$ cat config.mk
export PLATFORM = sky130hd
export DESIGN_NAME = alu_arbiter
export DESIGN_NICKNAME = d
export VERILOG_FILES = /design/src/rtl/alu_arbiter.sv
export SDC_FILE = /design/constraint.sdc
export NUM_CORES = 1
export LEC_CHECK = 0
export ABC_AREA = 1
export BUFFER_PORTS_ARGS = -buffer_cell sky130_fd_sc_hd__buf_2
export CAP_MARGIN = 20
export CORE_MARGIN = 2
export CORE_UTILIZATION = 35
export DETAILED_ROUTE_END_ITERATION = 8
export GPL_TIMING_DRIVEN = 0
export PLACE_DENSITY = 0.72
export SLEW_MARGIN = 20
export SYNTH_ARGS = -nofsm -noshare
export SYNTH_HDL_FRONTEND = slang
export SYNTH_SLANG_ARGS = --single-unit
$ cat constraint.sdc
create_clock -name Clk -period 3.62 [get_ports Clk]
set_input_delay 0.362 -clock Clk [delete_from_list [all_inputs] [get_ports Clk]]
set_output_delay 0.362 -clock Clk [all_outputs]
set_load 0.01 [all_outputs]
$ cat src/rtl/alu_arbiter.sv
// Two-requester front end for one shared combinational ALU: round-robin grant,
// operand registers feeding the ALU, per-op latency counter, and a held response.
//   state | meaning
//   IDLE  | waiting for a request, grant decoded combinationally
//   EXEC  | operands held on the ALU, latency counter running
//   RESP  | result captured, held until the consumer takes it
module alu_arbiter #(
  parameter int SLOW_LAT = 3
) (
  input  logic        Clk,
  input  logic        Rst,
  input  logic        ReqValid0,
  input  logic        ReqValid1,
  output logic        ReqReady0,
  output logic        ReqReady1,
  input  logic [3:0]  ReqOp0,
  input  logic [3:0]  ReqOp1,
  input  logic [31:0] ReqA0,
  input  logic [31:0] ReqB0,
  input  logic [31:0] ReqA1,
  input  logic [31:0] ReqB1,
  output logic [3:0]  ALUControlOut,
  output logic [31:0] AOut,
  output logic [31:0] BOut,
  input  logic [31:0] ALUResultIn,
  input  logic        ZeroIn,
  output logic        RspValid,
  input  logic        RspReady,
  output logic        RspId,
  output logic [31:0] Result,
  output logic        Zero,
  output logic        Busy
);

  typedef enum logic [1:0] {IDLE, EXEC, RESP} state_t;

  localparam logic [3:0] SLOW_LOAD = 4'(SLOW_LAT - 1);

  state_t     state;
  logic [3:0] cnt;
  logic       fav1;
  logic       grant1;
  logic       take;
  logic [3:0] sel_op;

  function automatic logic is_slow(input logic [3:0] op);
    return (op == 4'd9) || (op == 4'd12) || (op == 4'd13);
  endfunction

  function automatic logic is_unsup(input logic [3:0] op);
    return (op == 4'd5) || (op == 4'd15);
  endfunction

  // fav1 set means requester 1 wins a tie; requester 0 always wins otherwise.
  always_comb begin
    grant1    = ReqValid1 && (!ReqValid0 || fav1);
    ReqReady0 = Rst && (state == IDLE) && ReqValid0 && !grant1;
    ReqReady1 = Rst && (state == IDLE) && grant1;
    take      = ReqReady0 || ReqReady1;
    sel_op    = grant1 ? ReqOp1 : ReqOp0;
    RspValid  = (state == RESP);
    Busy      = (state != IDLE);
  end

  always_ff @(posedge Clk) begin
    if (!Rst) begin
      state         <= IDLE;
      cnt           <= 4'd0;
      fav1          <= 1'b0;
      ALUControlOut <= 4'd0;
      AOut          <= 32'd0;
      BOut          <= 32'd0;
      Result        <= 32'd0;
      Zero          <= 1'b1;
      RspId         <= 1'b0;
    end else begin
      case (state)
        IDLE: begin
          if (take) begin
            ALUControlOut <= sel_op;
            AOut          <= grant1 ? ReqA1 : ReqA0;
            BOut          <= grant1 ? ReqB1 : ReqB0;
            RspId         <= grant1;
            fav1          <= !grant1;
            cnt           <= is_slow(sel_op) ? SLOW_LOAD : 4'd0;
            state         <= EXEC;
          end
        end
        EXEC: begin
          if (cnt == 4'd0) begin
            Result <= is_unsup(ALUControlOut) ? 32'd0 : ALUResultIn;
            Zero   <= is_unsup(ALUControlOut) ? 1'b1  : ZeroIn;
            state  <= RESP;
          end else begin
            cnt <= cnt - 4'd1;
          end
        end
        RESP: begin
          if (RspReady) state <= IDLE;
        end
        default: state <= IDLE;
      endcase
    end
  end

endmodule

-- Word-level counts from Yosys, hierarchy flattened
Cells that the tools add are included.
- register bits after elaboration: 109
- output and inout port bits: 106
- logic and storage cells: 54
- input bits: 174
- reduce and logical (&&, ||, !) cells: 20
- $add $sub $neg: 1
- equal/unequal tests: 11
- multiplexer cells: 13
- operator list (operator ; number):
    $mux W32 ; 3
    $eq A4 B4 Y1 const B ; 4
    $mux W4 ; 3
    $mux W2 ; 4
    $pmux W4 S2 ; 1
    $ne A2 B2 Y1 const B ; 3
    $pmux W2 S3 ; 1
    $reduce_and A3 Y1 ; 2
    $logic_and A1 B1 Y1 ; 5
    $logic_or A1 B1 Y1 ; 5
    $eq A4 B3 Y1 const B ; 1
    $logic_not A4 Y1 ; 1
    $reduce_and A2 Y1 ; 2
    $reduce_bool A2 Y1 ; 2
    $sub A4 B1 Y4 const B ; 1
    $eq A2 B1 Y1 const B ; 1
    $eq A2 B2 Y1 const B ; 1
    $logic_not A1 Y1 ; 2
    $logic_not A2 Y1 ; 1
    $ne A2 B1 Y1 const B ; 1
    $mux W1 ; 1

-- Longest topological paths before layout
- word-level depth: 10
- depth in mapped cells: 10
- depth with buffers taken out: 10

-- Least setup slack after synthesis
Ideal clock, no wire load.
- path type: input to output
- start point: input port ReqValid0
- end point: output port ReqReady0
- buffers on the path: 1
- data arrival time: 1.098 ns
- slack: 2.160 ns
- stages: 6
- data required time: 3.258 ns
- cell sequence: nand2_2 > nand2_2 > nor2_4 > nor2_4 > nor2_8 > buf_2
- word-level cells in the longest chain between the ends: 5
- elaborated cells on any way between the ends: 6
- classes of those cells: reduce/logical: 6
- ends and longest elaborated chain (item ; RTL line ; text):
    from (decl) ; 12 ; input logic ReqValid0,
    $logic_not A1 Y1 ; 56 ; grant1 = ReqValid1 && (!ReqValid0 || fav1);
    $logic_or A1 B1 Y1 ; 56 ;
    $logic_and A1 B1 Y1 ; 56 ;
    $logic_not A1 Y1 ; 57 ; ReqReady0 = Rst && (state == IDLE) && ReqValid0 && !grant1;
    $logic_and A1 B1 Y1 * ; 57 ;
    to (decl) ; 14 ; output logic ReqReady0,
Every way passes the cells marked *; elsewhere a longest branch is shown, timed or not.

-- Worst setup path after layout
- start point: register fav1
- end point: output port ReqReady0
- word-level cells in the longest chain between the ends: 4
- ends and longest elaborated chain (item ; RTL line ; text):
    from (decl) ; 41 ; logic fav1;
    from (signal assigned) ; 84 ; fav1 <= !grant1;
    $logic_or A1 B1 Y1 ; 56 ;
    $logic_and A1 B1 Y1 ; 56 ;
    $logic_not A1 Y1 ; 57 ;
    $logic_and A1 B1 Y1 ; 57 ;
No other way between the ends.

==> results.md <==
- Run status: finished, final reports clean
- P_leak: 3.30 nW
- Post-synth EDFFs: 0
- Boundary pin count: 280
- Period utilization: 61.5%
- Vias/cell: 4.76
- Yosys cell types: 24
- Antenna Cells: 0
- Pin count of the biggest net entering global routing: 17
- CTS resizes: 0
- Setup_tns: 0 ns
- First drt pass iteration count: 8
- Vias: 4,949
- First-pass GRT wire length: 22,500 um
- Critical Path AT: 1.87 ns
- Vias in the first global route: 4,676
- Synth top area cells: dfxtp_1 (50%), nand2_1 (18%), o21ai_0 (6.7%)
- Initial antenna violation count: 0
- Nets: 1,042
- Total power: 3.19 mW
- CP startpoint kind: register
- Routed WL per cell: 14.0 um
- Endpoints failing hold: 0
- Buffers on Ports: 279
- Share of cells above drive strength 1: 37.5%
- TritonCTS clock tree: yes
- CP Class: register to output pin
- Post-synthesis sequential element count: 109
- Max-slew violation count: 0
- Post-CTS setup buffer count: 0
- Critical Path RT: 3.26 ns
- Hold buffers post-CTS: 0
- Area leader, netlist: dfxtp_1
- Core area: 0.0122 mm2
- Clock root cell: clkbuf_16
- Max clock buf depth: 2
- Period minus WS final: 2.23 ns
- Iteration-0 DRC Markers: 358
- Syn avg cell area: 7.63 um2
- RSZ-0062 raised after global routing: false
- Syn. warnings: 0
- Cts bufs inserted: 9
- Worst Skew: 0.00781 ns
- Tightest Hold Check Type: input pin to register
- Fillers: 1,220
- Fmax: 0.449 GHz
- Die height: 116 um
- Clk Latency, worst-skew pair: 0.35 ns
- Initial core utilization: 36.2%
- Count leader, synth: nand2_1
- Die footprint: 0.0135 mm2
- Synthesized instance count: 576
- Most used DFF post-synth: dfxtp_1
- Register area share after synthesis: 49.6%
- DP Wirelength: 11,100 um
- Residual DRC count: 0
- Max-Cap Viols: 0
- Global Route Usage Sum: 21.2%
- Sink Count: 109
- Detail Route Antenna Nets: 0
- Syn Nets: 752
- CP Max Fanout: 10
- Gr ovfl total: 0
- Cell Area, Synth: 0.00440 mm2
- H-tree levels: 3
- Slew Limit Headroom: 64.1%
- Maximum VDD drop: 0.472 mV
- Final Util: 51.9%
- Clock slew at reported path FFs: 0.07 ns
- Area delta synth->final: 43.5%
- Power Dens Cells: 506 mW/mm2
- Final setup vio count: 0
- Async SR Flop Fraction: 0%
- Post-DP Area: 0.00600 mm2
- Area of the multi-input gates: 0.00194 mm2
- Chip Width: 116 um
- Rows: 40
- Hold slack final: 0.200 ns
- Element type at the critical path end: output pin
- Post-synth top cells: nand2_1 (208), dfxtp_1 (109), o21ai_0 (59), a31oi_1 (45), a21oi_1 (43)
- Post-synth top area share: 49.6%
- Measured slew at the worst slew-check pin: 0.539 ns
- GP Congestion: 0.875
- Drt total wl: 14,500 um
- Finished Cell Area: 0.00631 mm2
- FF/Latch Area: 0.00218 mm2
layout make-up:
| cell class | instances | area share (%) |
|---|---|---|
| repair buffers | 279 | 22.1 |
| inverters | 18 | 1.07 |
| multi-input cells | 407 | 30.8 |
| clock inverters | 3 | 0.694 |
| well taps | 168 | 3.33 |
| plain buffers | 42 | 3.27 |
| flip-flops and latches | 109 | 34.6 |
| clock buffers | 13 | 4.13 |
cell families (layout without fill, tap and decap cells):
group	after synthesis	in the layout	synth area share (%)
AOI/OAI and AO/OA	168	168	21.6
xor gates and xnor gates	1	1	0.199
adders and majority gates	2	2	0.569
buffers and inverters	60	355	6.23
DFF	109	109	49.6
and+or+nand+nor	236	236	21.7
routing by layer:
layer | vias to the layer above | routed length, um | track usage (%)
met2 | 227 | 6960 | 37.3
met1 | 2186 | 5900 | 24.0
li1 | 2513 | - | -
met3 | 23 | 1380 | 8.21
met5 | - | 0 | 0
met4 | 0 | 282 | 5.95
state kept, by name, summed over array words and instances (netlist names):
name and count:
ALUControlOut 4, AOut 32, BOut 32, Result 32, RspId 1, Zero 1
cnt 4, fav1 1, state 2
layout by cell type (no fill, tap or decap):
cell and n:
a21o_1 3, a21oi_1 43, a21oi_2 1, a22oi_1 17, a31oi_1 45, buf_1 2
buf_2 297, buf_4 7, bufinv_16 1, clkbuf_1 17, clkbuf_16 9, clkbuf_8 2
clkinv_2 1, clkinv_4 1, dfxtp_1 109, ha_1 2, inv_1 18, nand2_1 208
nand2_2 2, nand3_1 4, nand3_2 1, nand3b_1 4, nor2_1 10, nor2_2 2
nor2_4 2, nor2_8 1, nor3_1 2, o21ai_0 59, xnor2_1 1
path summary, 6_finish.rpt:
kind	start	endpoint	slack (ns)	cells after the start
max	fav1$_SDFFE_PN0P_	ReqReady0	1.39	8
max reg2reg	cnt[0]$_SDFFE_PN0P_	Result[28]$_SDFFE_PN0P_	1.94	7
min	ReqA0[10]	AOut[10]$_SDFFE_PN0P_	0.20	2
min reg2reg	AOut[6]$_SDFFE_PN0P_	AOut[6]$_SDFFE_PN0P_	0.45	2
worst max-delay path, stage by stage (launching register included):
cell and delay, ns:
dfxtp_1 0.33, inv_1 0.05, nand2_2 0.10, nand2_2 0.15, nor2_4 0.18, nor2_4 0.08
nor2_8 0.19, buf_2 0.27, buf_2 0.17
where the power goes:
group          total (mW)  internal, mW  switching, mW
logic               0.751         0.311          0.440
clock network        1.02         0.576          0.441
registers            1.43          1.35         0.0737
total                3.19          2.24          0.954
per-stage QoR:
stage | std cells | setup WS, ns
finish | 1039 | 1.39
global route | 1039 | 1.22
CTS | 1039 | 1.36
detailed placement | 1023 | 1.62
global placement | 1023 | 1.62
floorplan | 576 | 2.16
No activity file was read; power rests on OpenSTA's default activity.
